===== config.mk =====
export PLATFORM = sky130hd
export DESIGN_NAME = bcd_serial_collector
export DESIGN_NICKNAME = d
export VERILOG_FILES = /design/src/rtl/bcd_serial_collector.sv
export SDC_FILE = /design/constraint.sdc
export NUM_CORES = 1
export LEC_CHECK = 0
export ABC_AREA = 1
export CAP_MARGIN = 40
export CORE_ASPECT_RATIO = 2
export CORE_MARGIN = 2
export CORE_UTILIZATION = 51
export DETAILED_ROUTE_END_ITERATION = 16
export GPL_TIMING_DRIVEN = 0
export PLACE_DENSITY = 0.82
export SLEW_MARGIN = 30
export SYNTH_ARGS = -nofsm -noshare
export SYNTH_HDL_FRONTEND = slang
export SYNTH_SLANG_ARGS = --single-unit
export TNS_END_PERCENT = 10

===== constraint.sdc =====
create_clock -name Clk -period 1.6 [get_ports Clk]
set_input_delay 0.32 -clock Clk [delete_from_list [all_inputs] [get_ports Clk]]
set_output_delay 0.32 -clock Clk [all_outputs]
set_load 0.02 [all_outputs]

===== src/rtl/bcd_serial_collector.sv =====
// Serial BCD collector: assembles LSB-first 4-bit digits into NUM_DIGITS-digit words behind a one-word skid buffer.
// Optional binary conversion of each word is enabled by defining BIN_OUT_EN (adds the word_bin port).
module bcd_serial_collector #(
    parameter int NUM_DIGITS = 4,
    parameter int BIN_W      = 14
) (
    input  logic                      Clk,
    input  logic                      Rst,
    input  logic                      Z_in,
    input  logic                      bit_en,
    input  logic                      clr,
    output logic [3:0]                digit,
    output logic                      digit_valid,
    output logic                      digit_err,
    output logic [4*NUM_DIGITS-1:0]   word,
    output logic                      word_err,
    output logic                      word_valid,
    input  logic                      word_ready,
    output logic                      overrun,
    output logic                      fsm_state
`ifdef BIN_OUT_EN
    ,
    output logic [BIN_W-1:0]          word_bin
`endif
);

    localparam int W   = 4 * NUM_DIGITS;
    localparam int DCW = (NUM_DIGITS > 1) ? $clog2(NUM_DIGITS) : 1;

    typedef enum logic {EMPTY = 1'b0, FULL = 1'b1} state_t;

    state_t           state;
    logic [2:0]       sh;
    logic [1:0]       bit_cnt;
    logic [DCW-1:0]   dig_cnt;
    logic [W-1:0]     asm_r;
    logic             asm_err;

    logic [3:0]       new_digit;
    logic             new_err;
    logic             dig_done;
    logic             word_done;
    logic [W-1:0]     asm_next;
    logic             asm_err_next;

    assign new_digit    = {Z_in, sh};
    assign new_err      = (new_digit > 4'd9);
    assign dig_done     = bit_en && !clr && (bit_cnt == 2'd3);
    assign word_done    = dig_done && (dig_cnt == DCW'(NUM_DIGITS - 1));
    assign asm_next     = (asm_r << 4) | W'(new_digit);
    assign asm_err_next = asm_err | new_err;
    assign fsm_state    = (state == FULL);

`ifdef BIN_OUT_EN
    logic [BIN_W-1:0] acc;
    logic [BIN_W-1:0] acc_base;
    logic [BIN_W-1:0] acc_next;

    // The first digit of a word starts from zero so no explicit word-start clear is needed.
    assign acc_base = (dig_cnt == '0) ? '0 : acc;
    assign acc_next = acc_base * BIN_W'(10) + BIN_W'(new_digit);

    always_ff @(posedge Clk or negedge Rst) begin
        if (!Rst) begin
            acc <= '0;
        end else if (clr) begin
            acc <= '0;
        end else if (dig_done) begin
            acc <= word_done ? '0 : acc_next;
        end
    end
`endif

    // Bit and digit assembly.
    always_ff @(posedge Clk or negedge Rst) begin
        if (!Rst) begin
            sh          <= '0;
            bit_cnt     <= '0;
            dig_cnt     <= '0;
            asm_r       <= '0;
            asm_err     <= 1'b0;
            digit       <= '0;
            digit_valid <= 1'b0;
            digit_err   <= 1'b0;
        end else begin
            digit_valid <= 1'b0;
            digit_err   <= 1'b0;
            if (clr) begin
                bit_cnt <= '0;
                dig_cnt <= '0;
                asm_r   <= '0;
                asm_err <= 1'b0;
            end else if (bit_en) begin
                sh      <= {Z_in, sh[2:1]};
                bit_cnt <= bit_cnt + 2'd1;
                if (bit_cnt == 2'd3) begin
                    digit       <= new_digit;
                    digit_valid <= 1'b1;
                    digit_err   <= new_err;
                    if (word_done) begin
                        dig_cnt <= '0;
                        asm_r   <= '0;
                        asm_err <= 1'b0;
                    end else begin
                        dig_cnt <= dig_cnt + DCW'(1);
                        asm_r   <= asm_next;
                        asm_err <= asm_err_next;
                    end
                end
            end
        end
    end

    // Handshake: a word transfers on a posedge where word_valid and word_ready are both 1;
    // while word_valid=1 and word_ready=0 the word, word_err and word_bin hold unchanged.
    always_ff @(posedge Clk or negedge Rst) begin
        if (!Rst) begin
            state      <= EMPTY;
            word       <= '0;
            word_err   <= 1'b0;
            word_valid <= 1'b0;
            overrun    <= 1'b0;
`ifdef BIN_OUT_EN
            word_bin   <= '0;
`endif
        end else begin
            case (state)
                EMPTY: begin
                    if (word_done) begin
                        word       <= asm_next;
                        word_err   <= asm_err_next;
`ifdef BIN_OUT_EN
                        word_bin   <= acc_next;
`endif
                        word_valid <= 1'b1;
                        state      <= FULL;
                    end
                end
                FULL: begin
                    if (word_ready) begin
                        if (word_done) begin
                            word     <= asm_next;
                            word_err <= asm_err_next;
`ifdef BIN_OUT_EN
                            word_bin <= acc_next;
`endif
                        end else begin
                            word_valid <= 1'b0;
                            state      <= EMPTY;
                        end
                    end else if (word_done) begin
                        overrun <= 1'b1;
                    end
                end
                default: begin
                    state      <= EMPTY;
                    word_valid <= 1'b0;
                end
            endcase
        end
    end

endmodule


==> impl_metrics.yaml, run 1 <==
timing:
  setup_tns_ns: 0
  rsz0062_at_grt: "no"
  hold_viol_final: 0
  clock_skew_ns: 0.00602
  period_share_pct: 98.5
  worstMarginPinSlew_ns: 0.522
  setup_violations: 0
  maxSlewViolCount: 0
  fmax_ghz: 0.634
  maxSlewHeadroom_pct: 65.2
  period_minus_slack_ns: 1.58
critical_path:
  cp_cell_sequence: "clkdlybuf4s50_1"
  worst-r2r-setup-slack_ns: 0.16
  cp.required_ns: 1.28
  cp_top_family: "buffers and inverters"
  worst-path-buf-inv: 1
  crit_start: "digit[0]"
  arrival_ns: 1.26
  worst_setup_path_start_kind: "flip-flop"
  path_max_fanout: 2
  rr_endpoint: "word[4]"
  slowest_delay_ns: 0.61
  worstSetupEndpoint: "digit[0]"
  r2r-start: "bit_cnt[0]"
  crit_cells: 1
  ff2ff_path_depth: 7
  cpMaxStageDelayCell: "clkdlybuf4s50_1"
  critPathCaptureType: "output pin"
  critPathKind: "flip-flop to output pin"
logic_synthesis:
  syn_inst: 174
  synth-edff-count: 0
  netlist-cell-type-count: 18
  synth-main-ff-cell: "dfrtp_1"
  synth_nets: 182
  ys_seq_elements: 46
  ys_seq_area_share_pct: 62.5
  synth_area_mm2: 0.00184
  async_flop_share_pct: 100
  avgSynthCellArea_um2: 10.6
  ys_warn_count: 0
global_route:
  first_global_vias: 1337
  gr-total-overflow: 0
  grt_max_degree: 26
  grtUsageTotal_pct: 20.4
  grt_pass1_wl_mm: 6.00
  antenna_found_initial: 0
clock_network:
  path_clk_slew_ns: 0.08
  insertion_delay_ns: 0.30
  post_cts_buffers: 0
  cts_tree: "done"
  htree_levels: 2
  cts-root-buf: "clkbuf_8"
  clkSinkCount: 46
  numCtsBuffers: 5
  cts_buffer_depth: 2
final_layout:
  seqCellArea_mm2: 0.00115
  layout_commonest_cell: "dfrtp_1"
  fin_nets: 222
  drive_above_1_share_pct: 15.3
  fillers: 253
  n_antenna_cell: 0
  multi_input_area_um2: 544
  final_cell_area_mm2: 0.00239
  final_cell_mix: "46 x dfrtp_1, 43 x nand2_1, 27 x inv_1, 16 x dlymetal6s2s_1, 15 x o21ai_2"
  area_growth_pct: 29.7
  final-instance-count-excl-fill: 263
  finish.utilization_pct: 70.0
power:
  p_leak_nw: 1.42
  power_density_mw_per_mm2: 932
  ir_worst_vdd_uv: 833
route:
  drt_first_pass_iters: 5
  drt_iter0_drc: 30
  routedWlPerCell_um: 13.3
  wirelength_mm: 3.51
  drc_errors: 0
  via_count: 1326
  viasPerCell: 5.04
  ant_nets: 0
hold_path:
  min-delay-start: "word[14]"
  worstHoldPathType: "flip-flop to flip-flop"
place:
  dp_cells: 254
  port-buffer-count: 31
  routabilityCongestion: 0.834
  hpwl_mm: 2.68
  placed_cell_area_mm2: 0.00224
die:
  die_h_um: 89.0
  die_w_um: 46.5
  std_cell_rows: 30
  start_util_pct: 54.0
  ios: 32
  coreArea_mm2: 0.00342
  dieArea_mm2: 0.00414
flow_run:
  drv_cap: 0
run_status:
  outcome: "complete, no violations"
-- registers in the layout (all words and copies together) (netlist names) --
| signal | count |
|---|---|
| asm_err | 1 |
| asm_r | 12 |
| bit_cnt | 2 |
| dig_cnt | 2 |
| digit | 4 |
| digit_err | 1 |
| digit_valid | 1 |
| fsm_state | 1 |
| overrun | 1 |
| sh | 3 |
| word | 16 |
| word_err | 1 |
| word_valid | 1 |
-- stage by stage --
step	power (mW)	setup slack [ns]	hold WS, ns
3_3_place_gp	1.39	-0.846	0.462
6_report	2.23	0.0237	0.480
5_1_grt	2.31	0.000704	0.499
3_5_place_dp	1.41	-0.135	0.326
4_1_cts	2.25	0.000116	0.489
2_1_floorplan	1.30	0.340	0.0244
-- worst min path at each step --
stage               end  slack, ns  cells after the start
6_report       word[14]       0.48                      2
5_1_grt         overrun       0.50                      1
4_1_cts         overrun       0.49                      1
3_5_place_dp    word[7]       0.33                      1
3_3_place_gp    overrun       0.46                      1
2_1_floorplan   asm_err       0.02                      0
-- layout make-up --
| type | instances | area share (%) |
|---|---|---|
| Timing Repair Buffer | 33 | 15.8 |
| Inverter | 27 | 4.24 |
| Buffer | 5 | 1.94 |
| Tap cell | 48 | 2.51 |
| Sequential cell | 46 | 48.2 |
| Clock buffer | 6 | 3.04 |
| Multi-Input combinational cell | 96 | 22.8 |
| Clock inverter | 2 | 1.57 |
-- routing by layer --
| metal | global-route usage [%] | wire length [um] | up-vias |
|---|---|---|---|
| li1 | - | - | 637 |
| met3 | 5.25 | 160 | 9 |
| met2 | 36.9 | 2020 | 35 |
| met1 | 21.5 | 1240 | 645 |
| met5 | 0 | 0 | - |
| met4 | 7.53 | 89 | 0 |
-- Yosys cell counts (2+ instances only) --
cell type   n  share of area [%]
inv_1      27                5.5
nand2_2     2               0.68
nand2_1    43                8.8
nor2_1      2               0.41
o21ai_0     9                2.4
o22ai_1    12                4.1
buf_6       3                1.8
o21ai_2    15                7.1
nand3_1     6                1.6
dfrtp_1    46                 62
ha_1        2                1.4
-- power by group --
group | leakage (nW) | switching, mW | total [mW] | internal [mW]
logic | 0.737 | 0.104 | 0.167 | 0.0629
registers | 0.630 | 0.0210 | 1.21 | 1.19
clock network | 0.0514 | 0.379 | 0.845 | 0.466
total | 1.42 | 0.504 | 2.23 | 1.72
-- logic make-up after synthesis --
family	share of synthesized area, %
compound gates	14.3
fa+ha+maj	1.36
buf+inv	8.01
flops	62.5
simple gates	13.8
-- what timing repair did --
action	in CTS	in global routing
hold buffers	1	0
setup endpoints to repair	5	16
endpoints found under the hold margin	10	0
resized for setup	5	16
-- worst min-delay path: stages, from the launching register on --
cell,delay (ns)
dfrtp_1,0.35
nand2_1,0.06
o21ai_2,0.04
Power figures use the tool's default switching activity.
==> run 2, diff against run 1 <==
--- a/config.mk
+++ b/config.mk
@@ -13,6 +13,7 @@
 export DETAILED_ROUTE_END_ITERATION = 16
 export GPL_TIMING_DRIVEN = 0
 export PLACE_DENSITY = 0.82
+export SKIP_LAST_GASP = 1
 export SLEW_MARGIN = 30
 export SYNTH_ARGS = -nofsm -noshare
 export SYNTH_HDL_FRONTEND = slang
==> run 2 against run 1 <==
Effect of this change: die area did not move; first-iteration DRC count decreased by 17%; non-clock buffer count is the same; combinational power barely moved; largest cell class unchanged; global-route usage is essentially flat; critical path depth unchanged; highest routed layer unchanged; maximum frequency down 1.4%; clock-buffer cell count unchanged; clock skew shrank 0.00059 ns; sequential cell count is the same.
==> impl_metrics.yaml, run 2 (synthesis results as in run 1) <==
run_status:
  outcome: "complete, no violations"
global_route:
  grt_pass1_wl_mm: 5.99
  first_global_vias: 1334
  grt_max_degree: 26
  antenna_found_initial: 0
  gr-total-overflow: 0
  grtUsageTotal_pct: 20.3
place:
  routabilityCongestion: 0.834
  hpwl_mm: 2.68
  port-buffer-count: 31
clock_network:
  insertion_delay_ns: 0.30
  htree_levels: 2
  cts_buffer_depth: 2
  cts-root-buf: "clkbuf_8"
  numCtsBuffers: 5
  cts_tree: "done"
  path_clk_slew_ns: 0.08
  post_cts_buffers: 0
  clkSinkCount: 46
die:
  die_w_um: 46.5
  coreArea_mm2: 0.00342
  ios: 32
  std_cell_rows: 30
  start_util_pct: 54.0
  die_h_um: 89.0
  dieArea_mm2: 0.00414
route:
  ant_nets: 0
  wirelength_mm: 3.48
  drt_first_pass_iters: 4
  drc_errors: 0
  routedWlPerCell_um: 13.2
  drt_iter0_drc: 25
  viasPerCell: 5.02
  via_count: 1321
final_layout:
  largest_reg_flops: 16
  layout_commonest_cell: "dfrtp_1"
  area_growth_pct: 28.0
  drive_above_1_share_pct: 15.3
  fillers: 252
  fin_nets: 222
  top_regs: "word: 16 flops, asm_r: 12 flops, digit: 4 flops"
  final_cell_mix: "46 x dfrtp_1, 43 x nand2_1, 27 x inv_1, 27 x clkdlybuf4s50_1, 15 x o21ai_2"
  n_antenna_cell: 0
  regMostFlops: "word"
flow_run:
  drv_cap: 0
critical_path:
  slowest_delay_ns: 0.61
  worst_setup_path_start_kind: "flip-flop"
  arrival_ns: 1.28
  critPathKind: "flip-flop to output pin"
  cp_cell_sequence: "clkdlybuf4s50_1"
  path_max_fanout: 2
  cp_top_family: "buffers and inverters"
  critPathCaptureType: "output pin"
  cpMaxStageDelayCell: "clkdlybuf4s50_1"
  worst-path-buf-inv: 1
  cp.required_ns: 1.28
power:
  p_leak_nw: 1.16
  p_total_mw: 2.23
  ir_worst_vdd_uv: 844
  power_density_mw_per_mm2: 944
timing:
  worstMarginPinSlew_ns: 0.529
  hold_viol_final: 0
  setup_tns_ns: 0
  maxSlewHeadroom_pct: 64.7
  rsz0062_at_grt: "yes"
  period_share_pct: 99.9
  setup_violations: 0
  clock_skew_ns: 0.00542
  fmax_ghz: 0.626
  period_minus_slack_ns: 1.60
  hold_ws_ns: 0.485
  maxSlewViolCount: 0
hold_path:
  worstHoldPathType: "flip-flop to flip-flop"
run 2: metal layers:
metal | vias to the layer above | part of all wire [%] | GRT usage, %
met3 | 8 | 4.2 | 5.25
met5 | - | 0 | 0
met1 | 640 | 36 | 21.5
li1 | 639 | - | -
met4 | 0 | 2.4 | 7.53
met2 | 34 | 57 | 36.7
run 2: worst min-delay path, cell delays in order, from the launching register on:
cell and delay [ns]:
dfrtp_1 0.35, nand2_1 0.06, o21ai_2 0.05
run 2: final timing paths:
check                            from  endpoint  slack, ns  cells past startpoint
min reg2reg                  word[14]  word[14]       0.48                      2
max reg2reg                bit_cnt[0]   word[4]       0.16                      7
max                           word[1]   word[1]      0.002                      1
min                          word[14]  word[14]       0.48                      2
min in group asynchronous         Rst  word[12]       0.53                      2
max in group asynchronous         Rst   asm_err       0.57                      3
run 2: repair_timing:
item	CTS	global route
hold endpoints to repair	10	0
pin swaps	0	0
gates resized for setup	1	2
cloned	0	0
hold buffers	1	0
setup endpoints to repair	5	20
run 2: layout make-up:
class,count,area (um^2),share of cell area [%]
Sequential cell,46,1150,48.8
Clock inverter,2,37.5,1.59
Clock buffer,6,72.6,3.08
Buffer,5,46.3,1.96
Inverter,27,101,4.29
Multi-Input combinational cell,96,544,23.1
Tap cell,48,60.1,2.55
Timing Repair Buffer,33,347,14.7
run 2: power by group:
part	leakage, nW	total [mW]	internal (mW)	switching, mW
clock network	0.0514	0.847	0.466	0.381
logic	0.476	0.167	0.0637	0.103
registers	0.630	1.21	1.19	0.0211
run 2: stage by stage:
stage / utilization (%) / area [um^2] / std cells / setup WS [ns]
final: 69.1 / 2360 / 263 / 0.00160
after global placement: 64.8 / 2210 / 253 / -0.846
after floorplan: - / 1840 / 174 / 0.340
after CTS: 68.9 / 2350 / 263 / -0.00521
after global routing: 69.1 / 2360 / 263 / -0.0334
after detailed placement: 65.5 / 2240 / 254 / -0.135
==> run 3, diff against run 2 <==
==> constraint.sdc (replaced) <==
create_clock -name Clk -period 1.6 [get_ports Clk]
set_input_delay 0.32 -clock Clk [delete_from_list [all_inputs] [get_ports Clk]]
set_output_delay 0.32 -clock Clk [all_outputs]
set_load 0.05 [all_outputs]
==> run 3 against run 2 <==
Effect of this change: worst setup slack worse by 0.19 ns; final area hardly changed; non-clock buffer count stayed put; critical endpoint is now word[4]; power is 1.6% higher; sequential power hardly changed; critical path type unchanged; clock skew stayed put; core utilization hardly changed; the run now ends with setup timing left; first-iteration DRC count stayed put; clock power hardly changed; global-route usage stayed put; highest routed layer unchanged; largest power group unchanged; wire length stayed put.
==> impl_metrics.yaml, run 3 (synthesis results as in run 1) <==
power:
  p_leak_nw: 1.16
  ir_worst_vdd_uv: 866
  power_density_mw_per_mm2: 960
  p_total_mw: 2.26
run_status:
  violations: "setup timing"
  outcome: "complete, but fails checks"
route:
  wirelength_mm: 3.48
  ant_nets: 0
  viasPerCell: 5.02
  routedWlPerCell_um: 13.2
  drc_errors: 0
  drt_first_pass_iters: 4
  via_count: 1321
  drt_iter0_drc: 25
die:
  dieArea_mm2: 0.00414
  start_util_pct: 54.0
  ios: 32
  std_cell_rows: 30
  coreArea_mm2: 0.00342
  die_h_um: 89.0
  die_w_um: 46.5
critical_path:
  arrival_ns: 1.47
  cp_cell_sequence: "clkdlybuf4s50_1"
  worst-path-buf-inv: 1
  path_max_fanout: 2
  cp_top_family: "buffers and inverters"
  slowest_delay_ns: 0.81
  critPathKind: "flip-flop to output pin"
  cpMaxStageDelayCell: "clkdlybuf4s50_1"
  worst_setup_path_start_kind: "flip-flop"
  cp.required_ns: 1.28
  critPathCaptureType: "output pin"
place:
  hpwl_mm: 2.68
  routabilityCongestion: 0.834
  placed_cell_area_mm2: 0.00224
  pre_cts_ws_ns: -0.135
  port-buffer-count: 31
timing:
  hold_ws_ns: 0.485
  fmax_ghz: 0.560
  hold_viol_final: 0
  fin_ws_ns: -0.186
  rsz0062_at_grt: "yes"
  worstMarginPinSlew_ns: 0.529
  clock_skew_ns: 0.00542
  maxSlewHeadroom_pct: 64.7
  period_minus_slack_ns: 1.79
  setup_violations: 22
  maxSlewViolCount: 0
  period_share_pct: 112
clock_network:
  htree_levels: 2
  path_clk_slew_ns: 0.08
  insertion_delay_ns: 0.30
  clkSinkCount: 46
  cts-root-buf: "clkbuf_8"
  numCtsBuffers: 5
  cts_buffer_depth: 2
  cts_tree: "done"
final_layout:
  area_growth_pct: 28.0
  finish.utilization_pct: 69.0
  largest_reg_flops: 16
  regMostFlops: "word"
  final_cell_area_mm2: 0.00236
  drive_above_1_share_pct: 15.3
  top_regs: "word: 16 flops, asm_r: 12 flops, digit: 4 flops"
  final_cell_mix: "46 x dfrtp_1, 43 x nand2_1, 27 x inv_1, 26 x clkdlybuf4s50_1, 15 x o21ai_2"
  layout_commonest_cell: "dfrtp_1"
  n_antenna_cell: 0
  fin_nets: 222
global_route:
  first_global_vias: 1334
  antenna_found_initial: 0
  grtUsageTotal_pct: 20.3
  grt_max_degree: 26
  grt_pass1_wl_mm: 5.99
  gr-total-overflow: 0
flow_run:
  drv_cap: 0
hold_path:
  worstHoldPathType: "flip-flop to flip-flop"
-- run 3: cell count changes in the layout (fill, tap and decap cells not counted) --
| cell | delta |
|---|---|
| dlygate4sd2_1 | +1 |
| clkdlybuf4s50_1 | -1 |
-- run 3: what timing repair did --
| item | 4_1_cts | 5_1_grt |
|---|---|---|
| buffers inserted | 0 | 0 |
| hold endpoints to repair | 10 | 0 |
| resized for setup | 2 | 2 |
| hold buffers | 1 | 0 |
| setup endpoints to repair | 26 | 25 |
-- run 3: metal layers --
| metal | GRT usage, % | part of all wire (%) | wire length (um) |
|---|---|---|---|
| met2 | 36.7 | 57 | 1990 |
| met4 | 7.53 | 2.4 | 83 |
| met3 | 5.25 | 4.3 | 149 |
| met1 | 21.5 | 36 | 1260 |
| met5 | 0 | 0 | 0 |
-- run 3: power breakdown --
part	switching (mW)	internal, mW	leakage (nW)
sequential	0.0211	1.19	0.630
clock	0.381	0.466	0.0514
combinational	0.139	0.0634	0.481
-- run 3: through the flow --
step / cells / TNS [ns]
2_1_floorplan: 174 / 0
3_3_place_gp: 253 / -40.47
3_5_place_dp: 254 / -2.64
4_1_cts: 263 / -4.46
5_1_grt: 263 / -4.58
6_report: 263 / -3.73
-- run 3: cell type report --
type | count | area, um^2
sequential | 46 | 1150
fill | 251 | 1060
multi-input combinational | 96 | 544
timing repair buffer | 33 | 345
inverter | 27 | 101
clock buffer | 6 | 72.6
tap | 48 | 60.1
buffer | 5 | 46.3
clock inverter | 2 | 37.5
-- run 3: final timing paths --
check	from	to	slack [ns]	depth (start not counted)
max	word[4]	word[4]	-0.19	1
min	word[14]	word[14]	0.48	2
max reg2reg	bit_cnt[0]	word[4]	0.16	7
min reg2reg	word[14]	word[14]	0.48	2
max in group asynchronous	Rst	asm_err	0.57	3
min in group asynchronous	Rst	word[12]	0.53	2
-- run 3: worst register-to-register path: stages, from the launching register on --
cell	delay (ns)
dfrtp_1	0.37
ha_1	0.20
nand2_2	0.13
nor2_8	0.18
nand3_4	0.13
buf_6	0.17
nand2_1	0.09
o21ai_2	0.06
==> RTL change: new RTL, flow settings as in run 3 <==
Add a define of `BIN_OUT_EN`.
--- a/src/rtl/bcd_serial_collector.sv
+++ b/src/rtl/bcd_serial_collector.sv
@@ -1,5 +1,7 @@
 // Serial BCD collector: assembles LSB-first 4-bit digits into NUM_DIGITS-digit words behind a one-word skid buffer.
 // Optional binary conversion of each word is enabled by defining BIN_OUT_EN (adds the word_bin port).
+`define BIN_OUT_EN
+
 module bcd_serial_collector #(
     parameter int NUM_DIGITS = 4,
     parameter int BIN_W      = 14
Formal check against the unedited RTL (old outputs only; new: word_bin): equivalent (Yosys induction, for registers that start in step).
==> RTL change against run 3 <==
The run still ends with setup timing left; via count grew to 2.5 times the old value; routed wire length grew to 3.0 times the old value; setup slack got worse by 1.1 ns; power rose by 110%; highest routed layer unchanged; count of clock-buffer cells in the layout is 5 higher; area after synthesis is 110% higher; combinational power up 140%; synthesized cell count rose to 2.6 times the old value; sequential cell count increased by 26; global-route usage is 5.7 points higher; cell area grew 120%; sequential share of layout area decreased by 15 points.
==> RTL change: results <==
[power]
clk-power_mw = 2.36
ir_worst_vdd_mv = 0.777
leakage_nw = 2.54
p_sw_mw = 1.13
seqPwrFrac_pct = 40.4

[clock_tree]
post_cts_resized = 27
cts_setup_buffers = 8
cts_made_buffers = 9
cts.clk_slew.worst_paths_ns = 0.06
h-tree-depth = 3
ctsRootBufferMaster = clkbuf_16

[status]
status = complete, but fails checks
violations = setup timing

[grt]
grt_pass1_vias = 3482
grt_pass1_wl_um = 16300
grt_max_degree = 48

[worst_setup_path]
crit_family = simple AND/OR/NAND/NOR gates
cpPeakStageDelay_ns = 0.39
reg2reg_depth = 19
crit_slowest_cell = dfrtp_1
path_max_fanout = 7
cp-startpoint = dig_cnt[1]

[layout]
top_regs = word: 15 flops, word_bin: 14 flops, acc: 13 flops
fillers = 513
num-nets-final = 549
layout-drive-gt1-share_pct = 25.3

[routing]
first_iter_violations = 375
wl_per_cell_um = 17.1
firstDrtPassIters = 6
vias = 3359
vias_per_cell = 5.44

[synthesis]
yosys-top-cells-area = dfrtp_1, nand2_1, inv_1, ha_1, o21ai_2
synth_top_cells_by_count = nand2_1, dfrtp_1, inv_1
syn-mean-instance-area_um2 = 8.62
synthAdderAreaFrac_pct = 7.34
synth_top_family_by_area = simple AND/OR/NAND/NOR gates
ys_seq_area_share_pct = 46.8
synth_nets = 475

[place]
dp_hpwl_um = 7010
dp.cells = 585
place_congestion = 0.873
place_area_um2 = 4600
io_buffers = 45

[min_path]
hp-class = in -> async

[sta]
relSlewSlack_pct = 65.5
setup_viol = 95
finalWorstSetupSlack_ns = -1.31
RTL change: changes by cell type after synthesis, moves of 8 or more:
cell            run 3  this run
nand2_1            43       115
inv_1              27        71
nor2_1              2        30
dfrtp_1            46        72
ha_1                2        21
nand3_1             6        19
o22ai_1            12        20
RTL change: path summary, 6_finish.rpt:
path                                end  slack (ns)
max in group asynchronous      digit[0]        0.58
min in group Clk           word_bin[10]        0.48
hold reg to reg            word_bin[10]        0.48
hold / removal              word_bin[4]        0.44
setup / recovery                acc[12]       -1.31
setup reg to reg                acc[12]       -1.31
RTL change: per-stage QoR:
step / TNS, ns / worst slack, ns / power (mW) / util (%)
final: -35.20 / -1.31 / 4.77 / 72.6
after detailed placement: -38.25 / -1.24 / 2.43 / 63.2
after global placement: -186.64 / -2.10 / 2.41 / 62.9
after floorplan: -12.92 / -0.862 / 2.23 / -
after CTS: -32.32 / -1.08 / 4.77 / 70.6
after global routing: -44.02 / -1.44 / 4.91 / 72.6
RTL change: routing by layer:
layer	track usage, %	share of wire, %	up-vias
met3	3.90	3.4	41
met2	47.9	58	95
met5	0	0	-
li1	-	-	1578
met1	26.7	33	1645
met4	15.3	5.8	0
RTL change: final cells by class:
| class | count | area (um^2) | share of cell area (%) |
|---|---|---|---|
| plain buffers | 11 | 109 | 2.06 |
| clock buffers | 11 | 253 | 4.79 |
| clock inverters | 5 | 103 | 1.94 |
| inverters | 76 | 300 | 5.69 |
| multi-input cells | 288 | 1980 | 37.6 |
| flip-flops and latches | 72 | 1800 | 34.1 |
| well taps | 92 | 115 | 2.18 |
| repair buffers | 63 | 613 | 11.6 |
